==> config.mk <==
export PLATFORM = sky130hd
export DESIGN_NAME = strana_seriale_tx
export DESIGN_NICKNAME = d
export VERILOG_FILES = /design/src/rtl/strana_tx_pkg.sv /design/src/rtl/strana_tx_timer.sv /design/src/rtl/strana_seriale_tx.sv
export SDC_FILE = /design/constraint.sdc
export NUM_CORES = 1
export LEC_CHECK = 0
export BUFFER_PORTS_ARGS = -buffer_cell sky130_fd_sc_hd__buf_2
export CAP_MARGIN = 20
export CORE_MARGIN = 10
export CORE_UTILIZATION = 30
export DETAILED_ROUTE_END_ITERATION = 8
export GPL_TIMING_DRIVEN = 0
export MAX_ROUTING_LAYER = met4
export PLACE_DENSITY = 0.44
export SYNTH_ARGS = -nofsm -noshare
export SYNTH_HDL_FRONTEND = slang
export SYNTH_SLANG_ARGS = --single-unit
==> constraint.sdc <==
create_clock -name clock_i -period 3.23 [get_ports clock_i]
set_input_delay 0.646 -clock clock_i [delete_from_list [all_inputs] [get_ports clock_i]]
set_output_delay 0.646 -clock clock_i [all_outputs]
set_load 0.005 [all_outputs]
==> src/rtl/strana_tx_pkg.sv <==
`default_nettype none
// ============================================================================
// strana_tx_pkg : shared types, default pulse timings and receiver threshold
// Revision 1.0
// ============================================================================
package strana_tx_pkg;

    typedef enum logic [1:0] {
        ST_IDLE = 2'd0,
        ST_LOW  = 2'd1,
        ST_HIGH = 2'd2,
        ST_WAIT = 2'd3
    } state_e;

    localparam int CNT_W         = 4;
    localparam int DEF_SHORT_LOW = 4;
    localparam int DEF_LONG_LOW  = 12;
    localparam int DEF_GAP       = 4;
    // A low pulse shorter than this many cycles decodes as a 1 at the receiver.
    localparam int RX_THRESHOLD  = 8;

    function automatic logic [CNT_W-1:0] pulse_len_m1(
        input logic bit_v,
        input int   short_low,
        input int   long_low
    );
        return bit_v ? CNT_W'(short_low - 1) : CNT_W'(long_low - 1);
    endfunction

endpackage
`default_nettype wire

==> src/rtl/strana_tx_timer.sv <==
`default_nettype none
// ============================================================================
// strana_tx_timer : 4-bit loadable down-counter that parks at zero
// Revision 1.0
// ============================================================================
module strana_tx_timer
    import strana_tx_pkg::*;
(
    input  logic             clock_i,
    input  logic             reset_i,
    input  logic             load_i,
    input  logic [CNT_W-1:0] load_val_i,
    output logic             zero_o
);

    logic [CNT_W-1:0] count_q;
    logic [CNT_W-1:0] count_d;

    always_comb begin
        count_d = count_q;
        if (load_i) begin
            count_d = load_val_i;
        end else if (count_q != '0) begin
            count_d = count_q - 1'b1;
        end
    end

    always_ff @(posedge clock_i or posedge reset_i) begin
        if (reset_i) begin
            count_q <= '0;
        end else begin
            count_q <= count_d;
        end
    end

    assign zero_o = (count_q == '0);

endmodule
`default_nettype wire

==> src/rtl/strana_seriale_tx.sv <==
`default_nettype none
// ============================================================================
// strana_seriale_tx : pulse-width serial LED-frame transmitter, 4-phase input
// Revision 1.0 -- optional done pulse output enabled by STRANA_TX_DONE_EN
// ============================================================================
module strana_seriale_tx
    import strana_tx_pkg::*;
#(
    parameter int SHORT_LOW = DEF_SHORT_LOW,
    parameter int LONG_LOW  = DEF_LONG_LOW,
    parameter int GAP       = DEF_GAP
) (
    input  logic       clock_i,
    input  logic       reset_i,
    input  logic       dav_n_i,
    input  logic [4:0] addr_i,
    input  logic [2:0] val_i,
    output logic       rfd_o,
    output logic       txd_o
`ifdef STRANA_TX_DONE_EN
    ,
    output logic       done_o
`endif
);

    localparam logic [CNT_W-1:0] GAP_M1 = CNT_W'(GAP - 1);

    state_e           state_q, state_d;
    logic [7:0]       frame_q, frame_d;
    logic [2:0]       idx_q, idx_d;
    logic             txd_q, txd_d;
    logic             rfd_q, rfd_d;
    logic             tmr_load;
    logic [CNT_W-1:0] tmr_val;
    logic             tmr_zero;
    logic [2:0]       w_next_idx;
`ifdef STRANA_TX_DONE_EN
    logic             done_q, done_d;
`endif

    assign w_next_idx = idx_q + 3'd1;

    strana_tx_timer u_timer (
        .clock_i    (clock_i),
        .reset_i    (reset_i),
        .load_i     (tmr_load),
        .load_val_i (tmr_val),
        .zero_o     (tmr_zero)
    );

    always_comb begin
        state_d  = state_q;
        frame_d  = frame_q;
        idx_d    = idx_q;
        txd_d    = txd_q;
        rfd_d    = rfd_q;
        tmr_load = 1'b0;
        tmr_val  = GAP_M1;
`ifdef STRANA_TX_DONE_EN
        done_d   = 1'b0;
`endif
        case (state_q)
            ST_IDLE: begin
                if (!dav_n_i) begin
                    frame_d  = {addr_i, val_i};
                    idx_d    = 3'd0;
                    rfd_d    = 1'b0;
                    txd_d    = 1'b0;
                    tmr_load = 1'b1;
                    tmr_val  = pulse_len_m1(val_i[0], SHORT_LOW, LONG_LOW);
                    state_d  = ST_LOW;
                end
            end
            ST_LOW: begin
                if (tmr_zero) begin
                    txd_d    = 1'b1;
                    tmr_load = 1'b1;
                    tmr_val  = GAP_M1;
                    state_d  = ST_HIGH;
                end
            end
            ST_HIGH: begin
                if (tmr_zero) begin
                    if (idx_q != 3'd7) begin
                        idx_d    = w_next_idx;
                        txd_d    = 1'b0;
                        tmr_load = 1'b1;
                        tmr_val  = pulse_len_m1(frame_q[w_next_idx], SHORT_LOW, LONG_LOW);
                        state_d  = ST_LOW;
                    end else begin
                        state_d  = ST_WAIT;
`ifdef STRANA_TX_DONE_EN
                        done_d   = 1'b1;
`endif
                    end
                end
            end
            ST_WAIT: begin
                // Producer must release dav_ before the next frame can start.
                if (dav_n_i) begin
                    rfd_d   = 1'b1;
                    state_d = ST_IDLE;
                end
            end
            default: begin
                state_d = ST_IDLE;
                txd_d   = 1'b1;
                rfd_d   = 1'b1;
            end
        endcase
    end

    always_ff @(posedge clock_i or posedge reset_i) begin
        if (reset_i) begin
            state_q <= ST_IDLE;
            frame_q <= 8'd0;
            idx_q   <= 3'd0;
            txd_q   <= 1'b1;
            rfd_q   <= 1'b1;
`ifdef STRANA_TX_DONE_EN
            done_q  <= 1'b0;
`endif
        end else begin
            state_q <= state_d;
            frame_q <= frame_d;
            idx_q   <= idx_d;
            txd_q   <= txd_d;
            rfd_q   <= rfd_d;
`ifdef STRANA_TX_DONE_EN
            done_q  <= done_d;
`endif
        end
    end

    assign txd_o = txd_q;
    assign rfd_o = rfd_q;
`ifdef STRANA_TX_DONE_EN
    assign done_o = done_q;
`endif

endmodule
`default_nettype wire

==> flow_metrics.py <==
metrics = {
    "outcome": {
        "status": "completed",
    },
    "layout": {
        "fin_area_mm2": 0.00111,
        "nNetsFinal": 126,
        "syn_to_final_growth_pct": 14.6,
        "final_layout_size_suffix_gt1_frac": 0.216,
        "diodes": 0,
        "fin_cells": 155,
    },
    "logic_synthesis": {
        "syn_area_um2": 966,
        "async_flop_share": 1.00,
        "yosysMostFrequentCell": "nand2_1",
        "netlist_top_cells_count": "nand2_1 (28), dfrtp_1 (17), inv_1 (7)",
        "synth_fp_nets": 109,
        "syn_inst": 95,
        "ys.flop_type": "dfrtp_1",
        "synth_area_leaders": "dfrtp_1 (44%), nand2_1 (11%), dfstp_2 (5.4%), mux4_1 (5.4%), ha_1 (3.9%)",
        "ys_seq_area_frac": 0.495,
        "ys_types": 31,
        "ys_seq_elements": 19,
        "synth_top_area_frac": 0.440,
        "synth_top_area_cell": "dfrtp_1",
        "yosys_warnings": 0,
        "synth-edff-count": 0,
        "syn_area_per_cell_um2": 10.2,
    },
    "worst_setup_path": {
        "critical_path_class": "flop to flop",
        "critPathSlowestCell": "mux4_1",
        "worstPathMaxFanout": 4,
        "r2r_start": "idx_q[0]",
        "critPathTopFamily": "multiplexers",
        "crit_chain": "ha_1, mux4_1, mux2_2, o2bb2ai_2",
        "cp-start-kind": "flop",
        "crit_start": "idx_q[0]",
        "max_stage_delay_ns": 0.56,
        "cp-end-kind": "flop",
        "cp_data_required_time_ns": 3.45,
        "crit_arrival_ns": 2.05,
        "critPathBufInv": 0,
    },
    "drt": {
        "ant_nets": 0,
        "finalWirelength_mm": 1.90,
        "first_iter_violations": 31,
        "vias_per_cell": 4.52,
        "dr_total_vias": 700,
        "drt-pass1-iter-count": 4,
        "post_drt_wl_per_cell_um": 12.2,
        "drcViolationCount": 0,
    },
    "timing": {
        "setup_viol": 0,
        "finalCritPeriodShare": 0.564,
        "skew_ns": 0.00614,
        "maxSlewViolCount": 0,
        "hold_viol_final": 0,
        "worst_hold_slack_ns": 0.453,
        "tns_ns": 0,
        "fmaxAchievable_mhz": 549,
        "rsz0062_at_grt": "false",
        "tightest_slew_ns": 0.729,
        "slew_headroom": 0.514,
        "min_period_ns": 1.82,
    },
    "floorplanning": {
        "die-area_mm2": 0.00589,
        "num_io_pins": 13,
        "initial_utilization": 0.314,
        "placementRows": 20,
        "fp.dieW_um": 76.7,
        "die_h_um": 76.7,
        "core_region_area_mm2": 0.00308,
    },
    "placement": {
        "port_buffers": 12,
        "hpwlAfterDp_mm": 1.43,
        "post_dp_cell_area_mm2": 0.00108,
        "dp.cells": 151,
        "gp_congestion": 0.736,
    },
    "global_route": {
        "grt_start_max_net_pins": 20,
        "grt_use_total": 0.0687,
        "grt_pass1_vias": 693,
        "antenna_found_initial": 0,
        "grt_overflow": 0,
        "grt_first_pass_wirelength_mm": 3.25,
    },
    "run": {
        "cap_viol_max_count": 0,
    },
    "clocking": {
        "hold_buffers": 0,
        "cts_resized": 0,
        "cts_tree": "yes",
        "cts_buffers": 3,
        "cts_root_buf": "clkbuf_4",
        "clk_latency_ns": 0.29,
        "clockBufferDepth": 2,
        "cts.sink_count": 19,
        "clk_pin_slew_ns": 0.11,
        "htree_levels": 1,
        "cts_setup_buffers": 0,
    },
    "power": {
        "powerDensity_mw_per_mm2": 797,
        "ir_worst_vdd_uv": 356,
        "totalPowerFinal_mw": 0.883,
        "leakage_nw": 0.552,
    },
    "hold_path": {
        "hold_class": "input port to async pin",
    },
}
per-layer routing:
layer  part of all wire  GRT usage  vias to the layer above  routed length, µm
met3              0.026     0.0210                        2                 50
met2               0.43      0.100                       12                814
li1                   -          -                      356                  -
met4              0.010     0.0223                        0                 19
met1               0.53     0.0880                      330               1010
met5                  0          -                        -                  0
metrics by stage:
stage	utilization	setup WS, ns
after floorplan	-	1.54
after global placement	0.351	1.43
after detailed placement	0.351	1.43
after CTS	0.360	1.39
after global routing	0.360	1.29
final	0.360	1.41
worst paths after layout:
kind / endpoint / slack (ns) / depth (start not counted)
min: frame_q[5] / 0.45 / 2
min reg2reg: frame_q[2] / 0.49 / 2
max reg2reg: u_timer.count_q[3] / 1.41 / 4
max in group asynchronous: state_q[1] / 2.32 / 2
max: u_timer.count_q[3] / 1.41 / 4
min in group clock_i: frame_q[2] / 0.49 / 2
kinds of logic after synthesis:
family	after synthesis	share of synthesized area
flip-flops	19	0.495
adder cells (fa/ha/maj)	3	0.0389
buffers and inverters	10	0.0402
multiplexers	7	0.109
AND/OR/NAND/NOR	43	0.218
AO/OA/AOI/OAI	12	0.0907
XOR/XNOR	1	0.00907
sequential cells by signal, summed over array words and instances, names as in the netlist:
signal           flops
u_timer.count_q      4
frame_q              8
rfd_o                1
txd_o                1
state_q              2
idx_q                3
worst register-to-register path: cells and delay by family (launching register included):
kind	cells	cell delay, ns
compound gates	1	0.10
fa+ha+maj	1	0.36
flops	1	0.44
mux	2	0.85
layout make-up:
cell class,count,area (µm²)
buffer,3,12.5
clock buffer,4,26.3
fill,339,1970
inverter,7,26.3
multi-input combinational,66,449
sequential,19,478
tap,44,55.1
timing repair buffer,12,60.1
power by group:
group | switching (mW) | internal, mW
Sequential | 0.0598 | 0.341
Combinational | 0.180 | 0.180
Clock | 0.0730 | 0.0480
cell usage in the layout, fill, tap and decap left out:
cell type	Yosys	routed
or2_1	1	1
o21ai_0	3	3
clkbuf_1	2	3
dfrtp_1	17	17
nand2_1	28	28
buf_2	1	13
a21o_1	1	1
or3_1	1	1
xnor2_1	1	1
nor3_2	1	1
a21oi_1	2	2
mux2i_1	3	3
mux4_1	2	2
nand3_2	1	1
clkbuf_4	0	3
nor2_1	3	3
nand4bb_1	1	1
mux2_2	2	2
dfstp_2	2	2
o211ai_1	2	2
o31ai_1	1	1
nand3b_1	1	1
and3_1	1	1
and2_1	1	1
nor3b_2	1	1
a2bb2oi_1	1	1
o2bb2ai_2	1	1
inv_1	7	7
a31o_1	1	1
ha_1	3	3
or4_1	1	1
nand3_1	2	2
(Power assumes the default switching activity.)
